===== src/rtl/types_pkg.sv =====
// rtl/types_pkg.sv - shared types for the matrix instruction sequencer
// Purpose: opcode constant, funct3 encodings, instruction field layout and
//          sequencer FSM states used by matrix_ctrl_sequencer and its bench.
// Ports:   none (package).
package types_pkg;

  typedef logic [31:0] word_t;

  localparam logic [6:0] MATRIX_OPCODE = 7'b0001011;

  typedef enum logic [2:0] {
    LD_M = 3'b000,
    ST_M = 3'b001,
    GEMM = 3'b010
  } matrix_funct3_t;

  // R4-style layout; matrix register indices live in the low bits of each
  // 5-bit register field.
  typedef struct packed {
    logic [4:0] mc;
    logic [1:0] funct2;
    logic [4:0] mb;
    logic [4:0] ma;
    logic [2:0] funct3;
    logic [4:0] md;
    logic [6:0] opcode;
  } matrix_instr_t;

  typedef enum logic [1:0] {
    IDLE,
    MEM_SEQ,
    GEMM_ISSUE
  } mseq_state_t;

endpackage


===== src/rtl/matrix_scoreboard.sv =====
// rtl/matrix_scoreboard.sv - matrix register busy scoreboard
// Purpose: one busy bit per matrix register, one set port, two clear ports.
// Ports:   clk, rst_n (async active-low); set_en/set_idx marks a register
//          busy; clr0_en/clr0_idx and clr1_en/clr1_idx free registers;
//          busy is the registered vector used for hazard lookup.
module matrix_scoreboard #(
  parameter int NUM_MREGS = 8,
  parameter int MREG_W    = $clog2(NUM_MREGS)
) (
  input  logic                 clk,
  input  logic                 rst_n,
  input  logic                 set_en,
  input  logic [MREG_W-1:0]    set_idx,
  input  logic                 clr0_en,
  input  logic [MREG_W-1:0]    clr0_idx,
  input  logic                 clr1_en,
  input  logic [MREG_W-1:0]    clr1_idx,
  output logic [NUM_MREGS-1:0] busy
);

  logic [NUM_MREGS-1:0] busy_next;

  // Set is applied after the clears; an accept never targets a busy
  // register, so set and clear never collide on one index.
  always_comb begin
    busy_next = busy;
    if (clr0_en) busy_next[clr0_idx] = 1'b0;
    if (clr1_en) busy_next[clr1_idx] = 1'b0;
    if (set_en)  busy_next[set_idx]  = 1'b1;
  end

  always_ff @(posedge clk or negedge rst_n) begin
    if (!rst_n) busy <= '0;
    else        busy <= busy_next;
  end

endmodule


===== src/rtl/matrix_ctrl_sequencer.sv =====
// rtl/matrix_ctrl_sequencer.sv - matrix instruction decode, hazard and issue
// Purpose: decodes custom-0 ld.m/st.m/gemm, stalls on busy matrix registers,
//          expands ld.m/st.m into ROWS strided row requests and issues gemm.
// Ports:   CLK/nRST; instr/instr_valid/base_addr/stride in, instr_ready,
//          is_matrix, illegal out; mreq_* row request stream; mresp_* ld.m
//          completion; gemm_* issue handshake and completion; busy vector.
module matrix_ctrl_sequencer
  import types_pkg::*;
#(
  parameter int NUM_MREGS = 8,
  parameter int ROWS      = 4,
  parameter int ADDR_W    = 32,
  parameter int MREG_W    = $clog2(NUM_MREGS),
  parameter int ROW_W     = (ROWS > 1) ? $clog2(ROWS) : 1
) (
  input  logic                 CLK,
  input  logic                 nRST,
  input  word_t                instr,
  input  logic                 instr_valid,
  input  logic [ADDR_W-1:0]    base_addr,
  input  logic [ADDR_W-1:0]    stride,
  output logic                 instr_ready,
  output logic                 is_matrix,
  output logic                 illegal,
  output logic                 mreq_valid,
  input  logic                 mreq_ready,
  output logic [ADDR_W-1:0]    mreq_addr,
  output logic                 mreq_write,
  output logic [MREG_W-1:0]    mreq_mreg,
  output logic [ROW_W-1:0]     mreq_row,
  output logic                 mreq_last,
  input  logic                 mresp_valid,
  input  logic [MREG_W-1:0]    mresp_mreg,
  output logic                 gemm_valid,
  input  logic                 gemm_ready,
  output logic [MREG_W-1:0]    gemm_md,
  output logic [MREG_W-1:0]    gemm_ma,
  output logic [MREG_W-1:0]    gemm_mb,
  output logic [MREG_W-1:0]    gemm_mc,
  input  logic                 gemm_done,
  input  logic [MREG_W-1:0]    gemm_done_md,
  output logic [NUM_MREGS-1:0] busy
);

  mseq_state_t         state;
  matrix_instr_t       dec;
  logic                is_custom, is_ld, is_st, is_gemm, is_mem;
  logic [MREG_W-1:0]   md, ma, mb, mc;
  logic                hazard, accept, sb_set;
  logic [ADDR_W-1:0]   stride_q;
  logic                unused_instr_bits;

  // Decode
  assign dec       = matrix_instr_t'(instr);
  assign is_custom = (dec.opcode == MATRIX_OPCODE);
  assign is_ld     = is_custom && (dec.funct3 == LD_M);
  assign is_st     = is_custom && (dec.funct3 == ST_M);
  assign is_gemm   = is_custom && (dec.funct3 == GEMM);
  assign is_mem    = is_ld || is_st;
  assign is_matrix = is_mem || is_gemm;

  assign md = dec.md[MREG_W-1:0];
  assign ma = dec.ma[MREG_W-1:0];
  assign mb = dec.mb[MREG_W-1:0];
  assign mc = dec.mc[MREG_W-1:0];

  // Upper register-field bits and funct2 are don't-care for this unit.
  assign unused_instr_bits = ^instr;

  // Scalar and illegal words never stall.
  always_comb begin
    hazard = 1'b0;
    if (is_mem)       hazard = busy[md];
    else if (is_gemm) hazard = busy[md] | busy[ma] | busy[mb] | busy[mc];
  end

  assign instr_ready = (state == IDLE) && !hazard;
  assign accept      = instr_valid && instr_ready;
  assign sb_set      = accept && (is_ld || is_gemm);
  assign mreq_last   = mreq_valid && (mreq_row == ROW_W'(ROWS - 1));

  matrix_scoreboard #(
    .NUM_MREGS (NUM_MREGS),
    .MREG_W    (MREG_W)
  ) u_scoreboard (
    .clk      (CLK),
    .rst_n    (nRST),
    .set_en   (sb_set),
    .set_idx  (md),
    .clr0_en  (mresp_valid),
    .clr0_idx (mresp_mreg),
    .clr1_en  (gemm_done),
    .clr1_idx (gemm_done_md),
    .busy     (busy)
  );

  always_ff @(posedge CLK or negedge nRST) begin
    if (!nRST) begin
      state      <= IDLE;
      illegal    <= 1'b0;
      mreq_valid <= 1'b0;
      mreq_addr  <= '0;
      mreq_write <= 1'b0;
      mreq_mreg  <= '0;
      mreq_row   <= '0;
      stride_q   <= '0;
      gemm_valid <= 1'b0;
      gemm_md    <= '0;
      gemm_ma    <= '0;
      gemm_mb    <= '0;
      gemm_mc    <= '0;
    end else begin
      illegal <= 1'b0;
      case (state)
        IDLE: begin
          if (accept) begin
            if (is_mem) begin
              mreq_valid <= 1'b1;
              mreq_addr  <= base_addr;
              mreq_write <= is_st;
              mreq_mreg  <= md;
              mreq_row   <= '0;
              stride_q   <= stride;
              state      <= MEM_SEQ;
            end else if (is_gemm) begin
              gemm_valid <= 1'b1;
              gemm_md    <= md;
              gemm_ma    <= ma;
              gemm_mb    <= mb;
              gemm_mc    <= mc;
              state      <= GEMM_ISSUE;
            end else if (is_custom) begin
              illegal <= 1'b1;
            end
          end
        end
        MEM_SEQ: begin
          if (mreq_valid && mreq_ready) begin
            if (mreq_last) begin
              mreq_valid <= 1'b0;
              state      <= IDLE;
            end else begin
              mreq_row  <= mreq_row + ROW_W'(1);
              mreq_addr <= mreq_addr + stride_q;
            end
          end
        end
        GEMM_ISSUE: begin
          if (gemm_ready) begin
            gemm_valid <= 1'b0;
            state      <= IDLE;
          end
        end
        default: state <= IDLE;
      endcase
    end
  end

endmodule


===== config.mk =====
export PLATFORM = sky130hd
export DESIGN_NAME = matrix_ctrl_sequencer
export DESIGN_NICKNAME = d
export VERILOG_FILES = /design/src/rtl/types_pkg.sv /design/src/rtl/matrix_scoreboard.sv /design/src/rtl/matrix_ctrl_sequencer.sv
export SDC_FILE = /design/constraint.sdc
export NUM_CORES = 1
export LEC_CHECK = 0
export BUFFER_PORTS_ARGS = -buffer_cell sky130_fd_sc_hd__buf_4
export CORE_ASPECT_RATIO = 0.6
export CORE_UTILIZATION = 53
export CTS_CLUSTER_SIZE = 16
export DETAILED_ROUTE_END_ITERATION = 6
export PLACE_DENSITY_LB_ADDON = 0.1
export SLEW_MARGIN = 20
export SYNTH_ARGS = -nofsm -noshare
export SYNTH_HDL_FRONTEND = slang
export SYNTH_SLANG_ARGS = --single-unit

===== constraint.sdc =====
create_clock -name CLK -period 2.9 [get_ports CLK]
set_input_delay 0.145 -clock CLK [delete_from_list [all_inputs] [get_ports CLK]]
set_output_delay 0.145 -clock CLK [all_outputs]
set_load 0.05 [all_outputs]

==> metrics.txt <==
synthesized area 0.00582 mm^2; clk_lat worst skew 0.34 ns; Seq/Total Area, Yosys 40.9%; All-Layer GR Usage just under 30%; Synth Area in Adders 7.23%; crit path max fanout 5; Net count, final 897; area grow syn2layout 31.1%; outcome completed; Post-Synth Simple-Gate Area approximately 14%; CTS Buf Count 9; Max Cap Viol 0; Vias 5204; Final HPWL DP 11900 um; die width 137 um; gr ovfl total 0; final antenna-violating net count 0; crit share post-route 98.3%; register bit total from synthesis between 90 and 100; GP Congestion 0.937; worst r2r src mreq_addr[16]; Main synth FF type dfrtp_1; Row Count 29; Tmin final 2.85 ns; number of enable flip-flop cells after synthesis 0; crit path DAT 3.07 ns; final WL 16000 um; WL per Instance around 18 um; Critical Path Source mreq_addr[16]; CP Capture Type flip-flop; Final setup viols 0; syn avg cell area between 9 and 10 um^2; Vias/cell 5.79; Worst Tran Pin Value a little over 0.9 ns; pin count of the biggest net entering global routing 48; Ports 173; Synth Net Count 729; Tightest Hold Check Type in2reg; largest family of logic cells by synthesized area compound AO/OA/AOI/OAI gates; Die ar. roughly 0.011 mm^2; antenna violations before repair 0; vias in the first global route about 5200; share of cells above drive strength 1 a little under two fifths; Synth Warn # 0; Area after DPL 0.00731 mm^2; DR iter-0 viols approximately 330; PortBufs approximately 160; mux share of post-synthesis cell area 13.6%; Hold Slack 0.0311 ns; Peak Freq 351 MHz; critical path class reg2reg; Fin Clk Skew 0.00604 ns; Clock transition at path regs 0.07 ns; Unique masters post-synth 57; Post-Synth XOR/XNOR Area 4.06%; leak pwr 0.00394 uW; startpoint types flip-flop; CTS tree yes; DRC viols 0; Cell Count, Final, Fillers Out 899; ANT cells 0; PwrDens 398 mW/mm^2; async set-reset flop share out of synthesis 100%; max-slew violations 0; Initial Utilization 54.7%; final hold viol count 0; CP required 3.12 ns; core area 0.0106 mm^2; peak supply drop approximately 280 uV; dpl cells 882; final instance area 0.00763 mm^2; Worst slew margin 38.3%; CTS root buf clkbuf_16; first-pass GRT wire length 25600 um; Synth Area in Compound Gates 16.9%; setup bufs post-CTS 0; DRT Pass-1 Iters 5; TritonCTS Sinks between 90 and 100; deepest clock path buffer count 2; H-Tree Depth 3; HP Start stride[30]; Synth Instances 587; Die Span Y 83.2 um
==> through the flow <==
step	utilization [%]	worst slack (ns)	total power, uW	setup TNS [ns]
floorplan	-	-0.0336	1700	-0.202
global placement	68.8	0.122	1940	0
detailed placement	68.8	0.106	1950	0
CTS	71.4	0.0551	3050	0
global route	71.8	-0.0278	3160	-0.0278
finish	71.8	0.0492	3040	0
==> timing repair <==
| action | CTS | global route |
|---|---|---|
| setup endpoints to repair | 0 | 6 |
| hold buffers | 1 | 0 |
| hold endpoints to repair | 45 | 0 |
| resized for setup | 0 | 10 |
==> critical path, stage by stage (launching register included) <==
cell	delay, ns
dfrtp_2	0.42
ha_1	0.36
a21oi_1	0.18
o21ai_0	0.17
o41ai_2	0.33
nand3_2	0.20
a31oi_2	0.26
o21ai_1	0.10
or4_1	0.49
a31oi_1	0.17
a21oi_1	0.06
==> layer usage <==
metal | track usage (%) | vias to the layer above | routed length, um
met2 | 43.3 | 223 | 7150
met3 | 8.36 | 15 | 1330
met4 | 6.09 | 0 | 126
li1 | - | 2490 | -
met5 | 0 | - | 0
met1 | 41.1 | 2476 | 7400
==> layout by cell type (no fill, tap or decap), types with 4 or more instances in the layout <==
cell | Yosys | routed
mux2_4 | 6 | 6
dfrtp_2 | 0 | 18
and2_1 | 4 | 4
dfrtp_1 | 95 | 77
o21ai_1 | 3 | 4
mux2_2 | 41 | 41
o21ai_0 | 39 | 37
mux4_2 | 8 | 8
ha_1 | 32 | 31
nand3_1 | 18 | 17
nand4_1 | 13 | 13
a21o_1 | 20 | 20
a21oi_1 | 53 | 51
a31oi_1 | 13 | 11
nor3_1 | 9 | 9
nor2_1 | 33 | 33
and3_1 | 10 | 10
buf_4 | 2 | 183
xnor2_1 | 16 | 16
nand2_1 | 53 | 53
clkbuf_16 | 0 | 9
a211oi_1 | 5 | 5
nor2b_1 | 6 | 6
mux2i_1 | 6 | 6
nand2b_1 | 7 | 6
o21bai_1 | 4 | 4
inv_1 | 12 | 12
o22ai_1 | 4 | 4
xor2_1 | 11 | 11
==> final timing paths <==
check / to / slack, ns / depth (start not counted)
setup / recovery: mreq_addr[31] / 0.05 / 10
hold / removal: stride_q[30] / 0.03 / 2
setup reg to reg: mreq_addr[31] / 0.05 / 10
hold reg to reg: mreq_row[1] / 0.50 / 2
max in group asynchronous: u_scoreboard.busy[1] / 1.73 / 3
min in group asynchronous: stride_q[3] / 0.36 / 2
==> layout make-up <==
class / count / area [um^2]
multi-input combinational: 450 / 3300
clock inverter: 3 / 20.0
fill: 807 / 3000
tap: 139 / 174
inverter: 12 / 45.0
sequential: 95 / 2400
clock buffer: 13 / 250
timing repair buffer: 187 / 1440
==> Yosys cell counts, types with 2 or more instances <==
library cell  count  area, um^2
a211oi_1          5        37.5
a21o_1           20         150
a21oi_1          53         265
a31oi_1          13        81.3
a32oi_1           3        26.3
and2_1            4        25.0
and3_1           10        62.6
and4_1            2        17.5
buf_4             2        15.0
buf_6             2        22.5
clkbuf_1         23        86.3
dfrtp_1          95        2380
ha_1             32         400
inv_1            12        45.0
mux2_2           41         462
mux2_4            6        90.1
mux2i_1           6        60.1
mux4_2            8         180
nand2_1          53         199
nand2b_1          7        43.8
nand3_1          18        90.1
nand3b_1          2        15.0
nand4_1          13        81.3
nand4b_1          2        17.5
nor2_1           33         124
nor2b_1           6        37.5
nor3_1            9        45.0
o211ai_1          3        22.5
o21ai_0          39         195
o21ai_1           3        15.0
o21bai_1          4        30.0
o22ai_1           4        25.0
o311ai_0          3        26.3
o31ai_1           3        22.5
xnor2_1          16         140
xor2_1           11        96.3
==> logic make-up after synthesis <==
group                    after synthesis
AND/OR/NAND/NOR                      166
AO/OA/AOI/OAI                        163
adder cells (fa/ha/maj)               33
XOR/XNOR                              27
buffers and inverters                 42
flip-flops                            95
multiplexers                          61
==> power by group <==
group	leakage (uW)	switching [uW]	internal, uW	total [uW]
Clock	0.000126	498	605	1100
Combinational	0.00253	304	227	531
Sequential	0.00128	34.7	1370	1400
==> sequential cells by signal (all words and copies together) (netlist names) <==
name,flops
mreq_row,2
state,2
mreq_addr,32
gemm_md,3
gemm_valid,1
u_scoreboard.busy,8
illegal,1
gemm_mb,3
gemm_mc,3
mreq_mreg,3
mreq_write,1
stride_q,32
gemm_ma,3
mreq_valid,1
No activity file was read; power rests on OpenSTA's default activity.
